File: config.mk
export PLATFORM = sky130hd
export DESIGN_NAME = seg7_stream_display
export DESIGN_NICKNAME = d
export VERILOG_FILES = /design/src/rtl/seg7_stream_display.sv
export SDC_FILE = /design/constraint.sdc
export NUM_CORES = 1
export LEC_CHECK = 0
export CAP_MARGIN = 20
export CORE_AREA = 2 2 87 122
export CTS_CLUSTER_DIAMETER = 150
export DETAILED_ROUTE_END_ITERATION = 7
export DIE_AREA = 0 0 89 124
export GPL_TIMING_DRIVEN = 1
export PLACE_DENSITY_LB_ADDON = 0.05
export SYNTH_ARGS = -nofsm -noshare
export SYNTH_HDL_FRONTEND = slang
export SYNTH_SLANG_ARGS = --single-unit
File: constraint.sdc
create_clock -name clk -period 2.9 [get_ports clk]
set_clock_uncertainty 0.05 [all_clocks]
set_input_delay 0.58 -clock clk [delete_from_list [all_inputs] [get_ports clk]]
set_output_delay 0.58 -clock clk [all_outputs]
set_load 0.1 [all_outputs]
File: src/rtl/seg7_stream_display.sv
// rtl/seg7_stream_display.sv - streamed hex digits shown one at a time on a 7-segment digit
// Each digit is lit for HOLD_CYCLES, then blanked for GAP_CYCLES so repeats stay distinct.
module seg7_stream_display #(
  parameter int HOLD_CYCLES = 1000000,
  parameter int GAP_CYCLES  = 100000,
  parameter int FIFO_DEPTH  = 4
) (
  input  logic                          clk,
  input  logic                          rst_n,
  input  logic                          ena,
  input  logic                          in_valid,
  input  logic [4:0]                    in_data,
  output logic                          in_ready,
  output logic [6:0]                    seg_out,
  output logic                          dp_out,
  output logic                          busy,
  output logic [$clog2(FIFO_DEPTH):0]   fifo_level
);

  localparam int AW      = $clog2(FIFO_DEPTH);
  localparam int CNT_MAX = (HOLD_CYCLES > GAP_CYCLES) ? HOLD_CYCLES : GAP_CYCLES;
  localparam int CW      = $clog2(CNT_MAX) + 1;
  localparam logic [CW-1:0] HOLD_LOAD  = CW'(HOLD_CYCLES - 1);
  localparam logic [CW-1:0] GAP_LOAD   = (GAP_CYCLES > 0) ? CW'(GAP_CYCLES - 1) : '0;
  localparam logic [AW:0]   FULL_LEVEL = (AW + 1)'(FIFO_DEPTH);

  typedef enum logic [1:0] {S_IDLE, S_SHOW, S_GAP} state_t;

  state_t          r_state;
  state_t          w_next_state;
  logic [CW-1:0]   r_cnt;
  logic [CW-1:0]   w_next_cnt;
  logic [4:0]      r_mem [FIFO_DEPTH];
  logic [AW-1:0]   r_wr_ptr;
  logic [AW-1:0]   r_rd_ptr;
  logic [AW:0]     r_level;
  logic [6:0]      r_seg;
  logic            r_dp;
  logic            w_empty;
  logic            w_full;
  logic            w_push;
  logic            w_pop;
  logic            w_fifo_pop;
  logic            w_blank;
  logic [4:0]      w_head;

  function automatic logic [6:0] f_decode(input logic [3:0] nib);
    logic [6:0] seg;
    case (nib)
      4'h0: seg = 7'h3F;
      4'h1: seg = 7'h06;
      4'h2: seg = 7'h5B;
      4'h3: seg = 7'h4F;
      4'h4: seg = 7'h66;
      4'h5: seg = 7'h6D;
      4'h6: seg = 7'h7D;
      4'h7: seg = 7'h07;
      4'h8: seg = 7'h7F;
      4'h9: seg = 7'h6F;
      4'hA: seg = 7'h77;
      4'hB: seg = 7'h7C;
      4'hC: seg = 7'h39;
      4'hD: seg = 7'h5E;
      4'hE: seg = 7'h79;
      default: seg = 7'h71;
    endcase
    return seg;
  endfunction

  assign w_empty    = (r_level == '0);
  assign w_full     = (r_level == FULL_LEVEL);
  assign in_ready   = ena & ~w_full;
  assign w_push     = in_valid & in_ready;
  assign w_fifo_pop = ena & w_pop;
  assign w_head     = r_mem[r_rd_ptr];

  assign seg_out    = r_seg;
  assign dp_out     = r_dp;
  assign busy       = (r_state != S_IDLE) | ~w_empty;
  assign fifo_level = r_level;

  // Storage is not reset: the pointers and level define what is valid.
  always_ff @(posedge clk) begin
    if (w_push) begin
      r_mem[r_wr_ptr] <= in_data;
    end
  end

  always_ff @(posedge clk or negedge rst_n) begin
    if (!rst_n) begin
      r_wr_ptr <= '0;
      r_rd_ptr <= '0;
      r_level  <= '0;
    end else begin
      if (w_push) begin
        r_wr_ptr <= r_wr_ptr + 1'b1;
      end
      if (w_fifo_pop) begin
        r_rd_ptr <= r_rd_ptr + 1'b1;
      end
      case ({w_push, w_fifo_pop})
        2'b10:   r_level <= r_level + 1'b1;
        2'b01:   r_level <= r_level - 1'b1;
        default: r_level <= r_level;
      endcase
    end
  end

  always_comb begin
    w_next_state = r_state;
    w_next_cnt   = r_cnt;
    w_pop        = 1'b0;
    w_blank      = 1'b0;
    case (r_state)
      S_IDLE: begin
        if (!w_empty) begin
          w_pop        = 1'b1;
          w_next_cnt   = HOLD_LOAD;
          w_next_state = S_SHOW;
        end
      end
      S_SHOW: begin
        if (r_cnt != '0) begin
          w_next_cnt = r_cnt - CW'(1);
        end else if (GAP_CYCLES > 0) begin
          w_blank      = 1'b1;
          w_next_cnt   = GAP_LOAD;
          w_next_state = S_GAP;
        end else if (!w_empty) begin
          w_pop      = 1'b1;
          w_next_cnt = HOLD_LOAD;
        end else begin
          w_blank      = 1'b1;
          w_next_state = S_IDLE;
        end
      end
      S_GAP: begin
        if (r_cnt != '0) begin
          w_next_cnt = r_cnt - CW'(1);
        end else if (!w_empty) begin
          w_pop        = 1'b1;
          w_next_cnt   = HOLD_LOAD;
          w_next_state = S_SHOW;
        end else begin
          w_next_state = S_IDLE;
        end
      end
      default: begin
        w_blank      = 1'b1;
        w_next_state = S_IDLE;
      end
    endcase
  end

  // With ena low everything freezes, including the displayed segments.
  always_ff @(posedge clk or negedge rst_n) begin
    if (!rst_n) begin
      r_state <= S_IDLE;
      r_cnt   <= '0;
      r_seg   <= 7'h00;
      r_dp    <= 1'b0;
    end else if (ena) begin
      r_state <= w_next_state;
      r_cnt   <= w_next_cnt;
      if (w_pop) begin
        r_seg <= f_decode(w_head[3:0]);
        r_dp  <= w_head[4];
      end else if (w_blank) begin
        r_seg <= 7'h00;
        r_dp  <= 1'b0;
      end
    end
  end

endmodule

=== After elaboration in Yosys (flattened, before gate mapping) ===
Memories as Yosys holds them, arrays and structs flattened.
Index checks and enable logic that the tools add are counted.

* Eq/ne operators: 8
* Bitwise operators: 6
* Add/subtract/negate cells: 5
* Reduce and logical (&&, ||, !) cells: 11
* Mux-type cells: 21

{| class="wikitable"
|+ Operators with widths
! cell !! number
|-
| 21-bit 2-to-1 mux || 3
|-
| 21-bit case mux with 3 select lines || 1
|-
| 21-bit nonzero test || 1
|-
| 21-bit by 1-bit subtractor with 21-bit output, second input constant || 1
|-
| 7-bit 2-to-1 mux || 2
|-
| 1-bit 2-to-1 mux || 8
|-
| 2-bit 2-to-1 mux || 3
|-
| 2-bit inequality test, second input constant || 3
|-
| 2-bit case mux with 3 select lines || 1
|-
| 3-bit case mux with 2 select lines || 1
|-
| 2-bit nonzero test || 3
|-
| 2-bit by 1-bit adder with 2-bit output, second input constant || 2
|-
| 2-bit by 1-bit == test with 1-bit output, second input constant || 2
|-
| 2-bit == test, second input constant || 2
|-
| 1-bit case mux with 2 select lines || 2
|-
| 2-bit AND reduction || 2
|-
| 4-bit AND reduction || 1
|-
| 3-bit by 1-bit adder with 3-bit output, second input constant || 1
|-
| 1-bit AND || 3
|-
| 3-bit == test, second input constant || 1
|-
| 3-bit zero test || 1
|-
| 3-bit nonzero test || 1
|-
| 3-bit by 1-bit subtractor with 3-bit output, second input constant || 1
|-
| 2-bit zero test || 1
|-
| other kinds (3) || 4
|}

* Output and inout port bits: 13
* Memories: 2
* Bits in writable memories: 20
* Register bits after elaboration: 38
* Memory bits (read-only): 112

{| class="wikitable"
|+ Memories
! memory !! depth !! width !! read ports !! clocked after Yosys merged registers in !! write ports !! RTL line !! source
|-
| (name not given) || 16 || 7 || 1 || 0 || 0 || 49 || <nowiki>case (nib)</nowiki>
|-
| r_mem || 4 || 5 || 1 || 0 || 1 || 33 || <nowiki>logic [4:0] r_mem [FIFO_DEPTH];</nowiki>
|}

=== Longest topological paths before layout ===
* Depth in word-level cells: 7
* Depth in mapped cells: 12

=== Least setup slack after synthesis ===
Ideal clock, no wire load.

* Kind: register -> register
* Start: register r_level[0], in the netlist fifo_level[0]
* End: register r_level[2], in the netlist fifo_level[2]
* Data required time: 2.687 ns
* Path buffers: 0
* Path slack: -1.495 ns
* Arrival time: 4.182 ns
* Stages on the path, launching flop included: 11
* Cell sequence: dfrtp_1 > inv_1 > a31oi_1 > and2_1 > inv_1 > ha_1 > inv_1 > fa_1 > xor2_1 > nor2_1 > xor2_1

* Elaborated cells on any way between the ends: 15
* Those cells by class: add/sub (2); eq/ne (3); mux (4); bitwise (4); reduce/logical (2)

{| class="wikitable"
|+ RTL lines
! item !! RTL line !! source
|-
| start: declaration || 36 || <nowiki>logic [AW:0] r_level;</nowiki>
|-
| start signal: assignment || 102 || <nowiki>2'b10: r_level <= r_level + 1'b1;</nowiki>
|-
| start signal: assignment || 103 || <nowiki>2'b01: r_level <= r_level - 1'b1;</nowiki>
|-
| start signal: assignment || 104 || <nowiki>default: r_level <= r_level;</nowiki>
|-
| 3-bit == test (*) || 71 || <nowiki>assign w_full = (r_level == FULL_LEVEL);</nowiki>
|-
| 1-bit inverter (*) || 72 || <nowiki>assign in_ready = ena & ~w_full;</nowiki>
|-
| 1-bit AND (*) || 72 ||
|-
| named net in_ready || 13 || <nowiki>output logic in_ready,</nowiki>
|-
| 1-bit AND (*) || 73 || <nowiki>assign w_push = in_valid & in_ready;</nowiki>
|-
| 2-bit by 1-bit == test with 1-bit output / 2-bit == test (equally long branches) || 101 || <nowiki>case ({w_push, w_fifo_pop})</nowiki>
|-
| 3-bit case mux with 2 select lines / 2-bit nonzero test (equally long branches) || n/a ||
|}

The timed path passes the listed nets; every way through them passes the cells marked *.
A chain may end at the register's enable or synchronous reset.

=== Worst setup path after layout ===
* Start: register r_cnt[0]
* End: register r_cnt[16]

* Longest elaborated chain between the ends: 3
* Elaborated cells on any way between the ends: 5
* Those cells by class: add/sub (1); mux (3); reduce/logical (1)

{| class="wikitable"
|+ Ends and longest elaborated chain
! item !! RTL line !! source
|-
| start: declaration || 31 || <nowiki>logic [CW-1:0] r_cnt;</nowiki>
|-
| start signal: assignment || 164 || <nowiki>r_cnt <= w_next_cnt;</nowiki>
|-
| 21-bit by 1-bit subtractor with 21-bit output / 21-bit nonzero test (equally long branches) || n/a ||
|-
| 21-bit 2-to-1 mux, on equally long branches || 138, 123 ||
|-
| 21-bit case mux with 3 select lines (*) || 114 || <nowiki>case (r_state)</nowiki>
|}

Mark *: on every way between the ends. The rest lies on a longest branch, timed or not.

==> metrics.cfg <==
[detailed_routing]
route.vias.total = 2712
vias_per_cell = 5.40
firstDrtPassIters = 4
drc = 0
wl_per_cell_um = 18.8
drtIter0Drc = 124
routed_wl_mm = 9.42
ant_nets = 0

[worst_setup_path]
arrival_ps = 2770
r2r-start = r_cnt[0]
start_kind = flip-flop
worst-r2r-cell-count = 7
crit_required_ps = 3110
end_kind = flip-flop
r2r_end = r_cnt[16]
worst-r2r-setup-slack_ps = 340
critical_path_class = flip-flop to flip-flop
critical_path.max_fanout = 6

[layout]
drive_above_1_share_pct = 19.3
final_util_pct = 42.7
nets = 388
fill_cells = 1003
multi_input_area_um2 = 1730
n_antenna_cell = 0
regArea_um2 = 1560
syn2layout_area_growth_pct = 24.7

[logic_synthesis]
postSynthAreaPerCell_um2 = 10.5
async_flop_share_pct = 65.5
ys_seq_area_share_pct = 45.7
synth_nets = 350
yosysUniqueCellTypes = 66
synthesis.area_um2 = 3390
synthTopCellsByArea = dfrtp_1 28%, edfxtp_1 18%, ha_1 5.9%
synth_warnings = 0
yosysMostFrequentCell = dfrtp_1
synthFlopType = dfrtp_1
synthCells = 324
synth_largest_area_cell = dfrtp_1
synth_edf_count = 20
yosys-top-cells-count = 38 x dfrtp_1, 22 x nand2_1, 20 x edfxtp_1
yosysTopAreaCellShare_pct = 28.0
yosys_register_bits = 58

[floorplan]
die_area_um2 = 11000
row_count = 43
ioPinCount = 22
start_util_pct = 34.3
die_h_um = 124
dieWidth_um = 89
coreArea_um2 = 9900

[job]
maxCapViolations = 0

[cts]
numCtsBuffers = 9
cts_tree = yes
clkLatencyLatePin_ps = 330
cts_max_level = 3
postCtsHoldBufs = 0
clk_pin_slew_worst_paths_ps = 50
clock_path_buffers = 2
cts_setup_buffers = 0
cts-root-buf = clkbuf_16
cts.sinks = 58

[power_and_ir_drop]
p_leak_nw = 1.71
power_mw = 3.34
p_per_area_nw_per_um2 = 789
vdd_ir_drop_max_mv = 0.350

[global_route]
antenna_found_initial = 0
grt_pass1_wl_mm = 15.0
grt_pass1_vias = 2852
grt_usage_pct = 18.5
grt_overflow = 0
grt_max_degree = 39

[placement]
dp_hpwl_mm = 6.95
portBuffers = 21
gp_congestion = 0.905

[run_status]
status = finished clean

[timing]
fmax_ghz = 0.391
tns_ps = 0
layout_min_cycle_time_ps = 2560
max_slew_margin_pct = 36.8
rsz0062_at_grt = false
report.final.setup_viol = 0
min_period_over_period_pct = 88.2
slew_viol_final = 0
finalHoldViolations = 0
tightest_slew_ps = 948

[hold_path]
hp-class = primary input to asynchronous set/reset pin

## layout by cell type (no fill, tap or decap), types with 8 or more instances in the layout
| master | instances |
|---|---|
| nor2_1 | 14 |
| nor3_1 | 10 |
| o21ai_0 | 12 |
| ha_1 | 16 |
| edfxtp_1 | 20 |
| nand2_1 | 21 |
| buf_4 | 32 |
| clkbuf_16 | 9 |
| nand3_1 | 8 |
| o21ai_1 | 8 |
| inv_1 | 17 |
| a21oi_1 | 18 |
| dfrtp_1 | 35 |
## repair_timing
item | in CTS | in global routing
endpoints found under the hold margin | 0 | 0
gates resized for setup | 0 | 1
endpoints found under the setup margin | 0 | 1
## flip-flops by register name, summed over array words and instances (netlist names)
signal and cells:
r_state 2, dp_out 1, r_rd_ptr 2, r_wr_ptr 2
seg_out 7, r_cnt 21, fifo_level 3, r_mem 20
## final cells by class
class                   instances  area share [%]
multi-input cells             234            40.9
flip-flops and latches         58            36.8
repair buffers                 42            8.40
clock buffers                  10            5.41
well taps                     135            3.99
clock inverters                 6            3.05
inverters                      17            1.51
## how the worst max path moves through the flow
stage                   from       endpoint  cells past startpoint
2_1_floorplan  fifo_level[0]  fifo_level[2]                     10
3_3_place_gp             ena  fifo_level[2]                     10
3_5_place_dp             ena  fifo_level[2]                     10
4_1_cts             r_cnt[0]  fifo_level[2]                     11
5_1_grt             r_cnt[0]  fifo_level[2]                     11
6_report            r_cnt[0]      r_cnt[16]                      7
## critical path, stage by stage (launching register included)
cell and delay [ps]:
dfrtp_1 420, inv_1 100, ha_1 200, or3b_2 540, or2_0 350, or4_1 450
a211oi_1 230, nand3b_1 140
## per-stage QoR
stage | instance area, µm² | setup slack (ps) | hold WS (ps) | cells
after floorplan | 3410 | 31.2 | 234 | 324
after global placement | 3870 | 174 | 434 | 486
after detailed placement | 3870 | 155 | 437 | 486
after CTS | 4220 | 276 | 374 | 502
after global routing | 4230 | 168 | 415 | 502
final | 4230 | 343 | 349 | 502
## per-layer routing
| metal | global-route usage (%) | wire length (µm) | vias up |
|---|---|---|---|
| li1 | - | - | 1315 |
| met1 | 20.0 | 3710 | 1319 |
| met3 | 4.51 | 323 | 26 |
| met4 | 9.98 | 385 | 0 |
| met2 | 32.6 | 5000 | 52 |
| met5 | 0 | 0 | - |
## power by group
part / leakage (nW) / internal (mW) / switching (mW)
registers: 0.645 / 0.969 / 0.128
logic: 0.887 / 0.332 / 0.614
clock network: 0.174 / 0.921 / 0.375
total: 1.71 / 2.22 / 1.12
## cell families (layout without fill, tap and decap cells)
logic type                 after synthesis  count (layout)  synth area share (%)
AOI/OAI and AO/OA                       96              96                  19.7
muxes                                    9               9                  4.54
adders and majority gates               17              17                  6.49
xor gates and xnor gates                 8               8                  2.07
and+or+nand+nor                        104             104                  17.5
buffers and inverters                   32              75                  3.98
DFF                                     58              58                  45.7
No activity file was read; power rests on OpenSTA's default activity.
